**config.mk**
```make
export PLATFORM = sky130hd
export DESIGN_NAME = tick_scheduler
export DESIGN_NICKNAME = d
export VERILOG_FILES = /design/src/rtl/tick_scheduler.sv
export SDC_FILE = /design/constraint.sdc
export NUM_CORES = 1
export LEC_CHECK = 0
export BUFFER_PORTS_ARGS = -buffer_cell sky130_fd_sc_hd__buf_2
export CORE_MARGIN = 5
export CORE_UTILIZATION = 25
export DETAILED_ROUTE_END_ITERATION = 6
export PLACE_DENSITY = 0.41
export SETUP_SLACK_MARGIN = 0.5
export SLEW_MARGIN = 30
export SYNTH_ARGS = -nofsm -noshare
export SYNTH_HDL_FRONTEND = slang
export SYNTH_SLANG_ARGS = --single-unit
```
**constraint.sdc**
```tcl
create_clock -name clk -period 2.4 [get_ports clk]
set_input_delay 0.72 -clock clk [delete_from_list [all_inputs] [get_ports clk]]
set_output_delay 0.72 -clock clk [all_outputs]
set_load 0.01 [all_outputs]
```
**src/rtl/tick_scheduler.sv**
```systemverilog
// Game-tick generator and two-player move sequencer: each tick serves both
// players once, in alternating order, through a req/ack handshake.
module tick_scheduler #(
  parameter int TICK_DIV = 4_000_000
) (
  input  logic       clk,
  input  logic       rst_n,
  input  logic       enable,
  input  logic [1:0] dir_a,
  input  logic [1:0] dir_b,
  output logic       tick,
  output logic       move_req,
  output logic       move_player,
  output logic [1:0] move_dir,
  input  logic       move_ack,
  output logic       busy,
  output logic       overrun,
  output logic       frame_done
);

  localparam int            CW       = (TICK_DIV > 1) ? $clog2(TICK_DIV) : 1;
  localparam logic [CW-1:0] CNT_LAST = CW'(TICK_DIV - 1);

  // Encoding UP=0, DOWN=1, LEFT=2, RIGHT=3: opposites differ only in bit 0.
  localparam logic [1:0] DIR_UP   = 2'd0;
  localparam logic [1:0] DIR_DOWN = 2'd1;

  typedef enum logic [1:0] {
    ST_IDLE,
    ST_SERVE_FIRST,
    ST_SERVE_SECOND,
    ST_DONE
  } state_t;

  state_t        state_reg,       state_next;
  logic [CW-1:0] counter_reg,     counter_next;
  logic          tick_reg,        tick_next;
  logic          move_req_reg,    move_req_next;
  logic          move_player_reg, move_player_next;
  logic [1:0]    move_dir_reg,    move_dir_next;
  logic          overrun_reg,     overrun_next;
  logic          first_b_reg,     first_b_next;
  logic [1:0]    snap_a_reg,      snap_a_next;
  logic [1:0]    snap_b_reg,      snap_b_next;
  logic [1:0]    last_a_reg,      last_a_next;
  logic [1:0]    last_b_reg,      last_b_next;
  logic          tick_now;

  function automatic logic [1:0] filter_dir(input logic [1:0] want, input logic [1:0] last);
    return (want == (last ^ 2'b01)) ? last : want;
  endfunction

  always_ff @(posedge clk or negedge rst_n) begin
    if (!rst_n) begin
      state_reg <= ST_IDLE;
    end else begin
      state_reg <= state_next;
    end
  end

  always_ff @(posedge clk or negedge rst_n) begin
    if (!rst_n) begin
      counter_reg     <= '0;
      tick_reg        <= 1'b0;
      move_req_reg    <= 1'b0;
      move_player_reg <= 1'b0;
      move_dir_reg    <= DIR_UP;
      overrun_reg     <= 1'b0;
      first_b_reg     <= 1'b0;
      snap_a_reg      <= DIR_UP;
      snap_b_reg      <= DIR_DOWN;
      last_a_reg      <= DIR_UP;
      last_b_reg      <= DIR_DOWN;
    end else begin
      counter_reg     <= counter_next;
      tick_reg        <= tick_next;
      move_req_reg    <= move_req_next;
      move_player_reg <= move_player_next;
      move_dir_reg    <= move_dir_next;
      overrun_reg     <= overrun_next;
      first_b_reg     <= first_b_next;
      snap_a_reg      <= snap_a_next;
      snap_b_reg      <= snap_b_next;
      last_a_reg      <= last_a_next;
      last_b_reg      <= last_b_next;
    end
  end

  always_comb begin
    state_next       = state_reg;
    counter_next     = counter_reg;
    move_req_next    = move_req_reg;
    move_player_next = move_player_reg;
    move_dir_next    = move_dir_reg;
    overrun_next     = overrun_reg;
    first_b_next     = first_b_reg;
    snap_a_next      = snap_a_reg;
    snap_b_next      = snap_b_reg;
    last_a_next      = last_a_reg;
    last_b_next      = last_b_reg;

    tick_now  = enable && (counter_reg == CNT_LAST);
    tick_next = tick_now;
    if (enable) begin
      counter_next = (counter_reg == CNT_LAST) ? '0 : counter_reg + CW'(1);
    end

    if (tick_now && (state_reg != ST_IDLE)) begin
      overrun_next = 1'b1;
    end

    case (state_reg)
      ST_IDLE: begin
        // Raw inputs equal the snapshot being latched on this same edge.
        if (tick_now) begin
          snap_a_next      = dir_a;
          snap_b_next      = dir_b;
          state_next       = ST_SERVE_FIRST;
          move_req_next    = 1'b1;
          move_player_next = first_b_reg;
          move_dir_next    = first_b_reg ? filter_dir(dir_b, last_b_reg)
                                         : filter_dir(dir_a, last_a_reg);
        end
      end
      ST_SERVE_FIRST: begin
        if (move_req_reg && move_ack) begin
          if (move_player_reg) last_b_next = move_dir_reg;
          else                 last_a_next = move_dir_reg;
          move_req_next = 1'b0;
          state_next    = ST_SERVE_SECOND;
        end
      end
      ST_SERVE_SECOND: begin
        if (!move_req_reg) begin
          move_req_next    = 1'b1;
          move_player_next = ~first_b_reg;
          move_dir_next    = first_b_reg ? filter_dir(snap_a_reg, last_a_reg)
                                         : filter_dir(snap_b_reg, last_b_reg);
        end else if (move_ack) begin
          if (move_player_reg) last_b_next = move_dir_reg;
          else                 last_a_next = move_dir_reg;
          move_req_next = 1'b0;
          state_next    = ST_DONE;
        end
      end
      default: begin
        first_b_next = ~first_b_reg;
        state_next   = ST_IDLE;
      end
    endcase
  end

  assign tick        = tick_reg;
  assign move_req    = move_req_reg;
  assign move_player = move_player_reg;
  assign move_dir    = move_dir_reg;
  assign overrun     = overrun_reg;
  assign busy        = (state_reg != ST_IDLE);
  assign frame_done  = (state_reg == ST_DONE);

endmodule

```
Word-level counts from Yosys, hierarchy flattened. Index checks and enable logic that the tools add are counted.

Register bits after elaboration: 39. Latch bits: 0. Bits in writable memories: 0. ROM bits: 0. Output and inout bits: 8. Logic and storage cells: 76. Memories: 0.

$add $sub $neg: 1. $mul: 0. Divide/modulo/power cells: 0. Order comparisons: 0. Equality and inequality tests: 13. Shift-type cells: 0. Muxes and demuxes: 33. Bitwise operators: 3. Reductions and logical operators: 14.

Operator list (number): two-way mux 2 bit (20); adder 22 x 1 -> 22 bit, second input constant (1); equality test 22 bit, second input constant (1); two-way mux 22 bit (1); case mux 2 bit (2 select lines) (3); inequality test 2 bit, second input constant (5); equality test 2 bit (4); AND reduction 4 bit (2); two-way mux 1 bit (6); case mux 2 bit (3 select lines) (1); AND reduction 3 bit (2); nonzero test 2 bit (3); equality test 2 bit, second input constant (2); logical AND 1 bit (3); NOT 1 bit (3); case mux 1 bit (3 select lines) (1); nonzero test 3 bit (1); OR reduction 3 bit (1); equality test 2 x 1 -> 1 bit, second input constant (1); zero test 2 bit (1); case mux 1 bit (2 select lines) (1); AND reduction 2 bit (1).

Longest topological paths before layout.
Word-level depth: 6. Depth in mapped cells: 8.

Least setup slack after synthesis. No wires, ideal clock.

Path type: input to register. Start: input enable. End: register snap_a_reg[0]. Data arrival time: 1661 ps. Required time: 2275 ps. Path slack: 614 ps. Stages: 6. Path through: nand3_1 -> nor2_8 -> nand3_4 -> clkinv_4 -> nand2_4 -> mux2_4.

Word-level cells in the longest chain between the ends: 2.

Ends and longest elaborated chain: start: declaration (RTL line 8) `input logic enable,`; logical AND 1 bit (RTL line 102) `tick_now = enable && (counter_reg == CNT_LAST);`; AND reduction 2 bit (no line); end signal: assignment (RTL line 82) `snap_a_reg <= snap_a_next;`; end: declaration (RTL line 43) `logic [1:0] snap_a_reg, snap_a_next;`.

Every way passes these cells. A chain may end at the register's enable or synchronous reset.

Worst setup path in the final report.
Start: register state_reg[0]. End: output busy.

Word-level cells in the longest chain between the ends: 1.

Ends and longest elaborated chain: start: declaration (RTL line 35) `state_t state_reg, state_next;`; start signal: assignment (RTL line 57) `state_reg <= state_next;`; nonzero test 2 bit (RTL line 158) `assign busy = (state_reg != ST_IDLE);`; end: declaration (RTL line 16) `output logic busy,`.

Every way passes these cells.

==> impl_metrics.yaml <==
status:
  status: "completed"
finish:
  nets: 234
  area_growth_pct: 17.0
  antennaDiodeCount: 0
  largest_register_ffs: 22
  layout-drive-gt1-share_pct: 30.2
drt:
  dr_total_vias: 1483
  post_drt_wl_per_cell_um: 14.7
  via_per_inst: 4.54
  routed_wirelength_mm: 4.79
  drcViolationCount: 0
  dr.pass1.iters: 5
  ant_nets: 0
  drt-initial-drc-count: 54
sta:
  timing.final.crit_share_pct: 77.0
  fmax_mhz: 541
  finalCriticalPeriod_ns: 1.85
  worst_slew_pin_slew_ns: 0.377
  tns_ns: 0
  finalHoldViolations: 0
  slew-limit-headroom_pct: 74.8
  finalSetupViolCount: 0
  rsz0062_at_grt: "no"
  slew_viol_final: 0
  worst_clock_skew_ns: 0.00881
global_routing:
  grt_pass1_wl_mm: 7.73
  globalRoute.totalOverflow: 0
  grt_util_met3_pct: 1.96
  grt_pass1_vias: 1472
  grt_max_degree: 40
  grt.total_usage_pct: 9.59
  antenna_found_initial: 0
  global_route.peak_usage_layer: "met2"
  grt_use_met2_pct: 13.8
  grt_use_met1_pct: 13.4
place:
  gp_congestion: 0.754
  detailed_place_hpwl_mm: 3.31
  numPortBuffers: 15
setup_path:
  worst-setup-path-type: "reg2out"
  cp_data_required_time_ns: 1.68
  worst_setup_path_start_kind: "flop"
  worstPathArrival_ns: 1.13
  critPathCaptureType: "output pin"
  cp_max_fo: 3
yosys:
  syn-num-nets: 207
  yosysWarnings: 0
  synthesis.area_um2: 2150
  ys_types: 54
  ys.flop_type: "dfrtp_1"
  ys_async_sr_fraction_pct: 100
  yosysSeqAreaShare_pct: 45.4
  syn_inst: 194
  synth-edff-count: 0
  synth_area_per_cell_um2: 11.1
  synth_seq_cells: 39
die:
  fp.dieW_um: 103
  die-height_um: 103
  row_count: 33
  design.die.area_um2: 10600
  core_area_um2: 8300
  ioPinCount: 16
  start_util_pct: 25.9
min_path:
  hold_path_class: "in2async"
power_and_ir_drop:
  ir_drop_v: 0.000182
  pwr_density_cell_nw_per_um2: 517
  p_leak_nw: 1.17
  power_mw: 1.30
clock_network:
  cts_sinks: 39
  htreeDepth: 2
  clk_latency_ns: 0.29
  clk_pin_slew_ns: 0.08
  clk_path_buf_depth: 2
  cts_hold_buf: 0
  cts_buffers: 5
  root_buffer: "clkbuf_8"
  cts_tree: "yes"
flow_run:
  cap_violations: 0
==> synthesized netlist by cell type (2+ instances only) <==
| master | instances | area [µm²] |
|---|---|---|
| mux2_4 | 4 | 60.1 |
| mux2_2 | 5 | 56.3 |
| xnor2_1 | 10 | 87.6 |
| inv_1 | 6 | 22.5 |
| nand3b_1 | 2 | 15.0 |
| nand3_1 | 8 | 40.0 |
| a21oi_1 | 6 | 30.0 |
| o31ai_1 | 2 | 15.0 |
| o21ai_0 | 4 | 20.0 |
| a21o_2 | 2 | 17.5 |
| dfrtp_1 | 37 | 926 |
| mux2i_1 | 6 | 60.1 |
| and2_1 | 4 | 25.0 |
| a211oi_1 | 2 | 15.0 |
| and3_1 | 3 | 18.8 |
| nor2_1 | 14 | 52.6 |
| mux4_2 | 2 | 45.0 |
| xor2_1 | 11 | 96.3 |
| nand2_1 | 15 | 56.3 |
| nor3_1 | 5 | 25.0 |
| nand4_1 | 8 | 50.1 |
| dfstp_2 | 2 | 52.6 |
| ha_1 | 5 | 62.6 |
==> power breakdown <==
| part | internal (mW) | switching [mW] |
|---|---|---|
| logic | 0.0542 | 0.0594 |
| registers | 0.696 | 0.0549 |
| clock network | 0.204 | 0.234 |
==> worst max-delay path, cell delays in order, from the launching register on <==
cell,delay (ns)
dfrtp_1,0.41
inv_2,0.11
ha_4,0.15
inv_2,0.04
buf_2,0.13
==> cell type report <==
class / count / area, µm²
clock buffer: 7 / 76.3
clock inverter: 1 / 5.00
fill: 854 / 5780
inverter: 7 / 33.8
multi-input combinational: 143 / 1130
sequential: 39 / 981
tap: 105 / 131
timing repair buffer: 25 / 163
==> final timing paths <==
| check | start | endpoint | slack, ns | cells past startpoint |
|---|---|---|---|---|
| setup / recovery | state_reg[0] | busy | 0.55 | 4 |
| hold / removal | rst_n | counter_reg[9] | 0.39 | 2 |
| setup reg to reg | counter_reg[14] | snap_a_reg[0] | 0.60 | 6 |
| hold reg to reg | overrun | overrun | 0.47 | 1 |
| max in group asynchronous | rst_n | snap_b_reg[0] | 1.75 | 2 |
| min in group clk | overrun | overrun | 0.47 | 1 |
==> routing by layer <==
metal	part of all wire (%)	vias to the layer above
met2	45	17
li1	-	740
met4	1.7	0
met5	0	-
met1	51	722
met3	2.1	4
==> metrics by stage <==
step	cell area [µm²]	utilization, %	setup slack [ns]	cells	hold WS [ns]
finish	2520	30.4	0.551	327	0.387
global route	2520	30.4	0.498	327	0.398
CTS	2450	29.5	0.510	322	0.390
detailed placement	2350	28.4	0.240	313	0.446
global placement	2350	28.4	0.287	313	0.472
floorplan	2150	-	0.614	194	0.424
==> layout by cell type, fill, tap and decap left out, types with 2 or more instances in the layout <==
master	netlist	final
a211oi_1	2	2
a21o_2	2	2
a21oi_1	6	6
and2_1	4	4
and3_1	3	3
buf_2	1	15
buf_4	1	9
clkbuf_1	1	2
clkbuf_8	0	5
dfrtp_1	37	35
dfrtp_2	0	2
dfstp_2	2	2
ha_1	5	2
ha_2	0	2
inv_1	6	3
inv_2	0	3
mux2_2	5	5
mux2_4	4	4
mux2i_1	6	6
mux4_2	2	2
nand2_1	15	15
nand3_1	8	6
nand3_2	1	3
nand3b_1	2	2
nand4_1	8	8
nor2_1	14	14
nor3_1	5	5
o21ai_0	4	3
o31ai_1	2	2
xnor2_1	10	10
xor2_1	11	11
==> kinds of logic after synthesis <==
logic type / count (synthesis) / synth area share (%)
compound gates: 25 / 7.90
xor+xnor: 21 / 8.54
fa+ha+maj: 5 / 2.91
buf+inv: 12 / 3.66
flops: 39 / 45.4
mux: 17 / 10.3
simple gates: 75 / 21.3
==> timing repair <==
item / in CTS / in global routing
resized for setup: 5 / 9
cloned: 0 / 0
pin swaps: 0 / 1
setup endpoints to repair: 2 / 10
setup buffers: 1 / 5
Power figures use the tool's default switching activity.
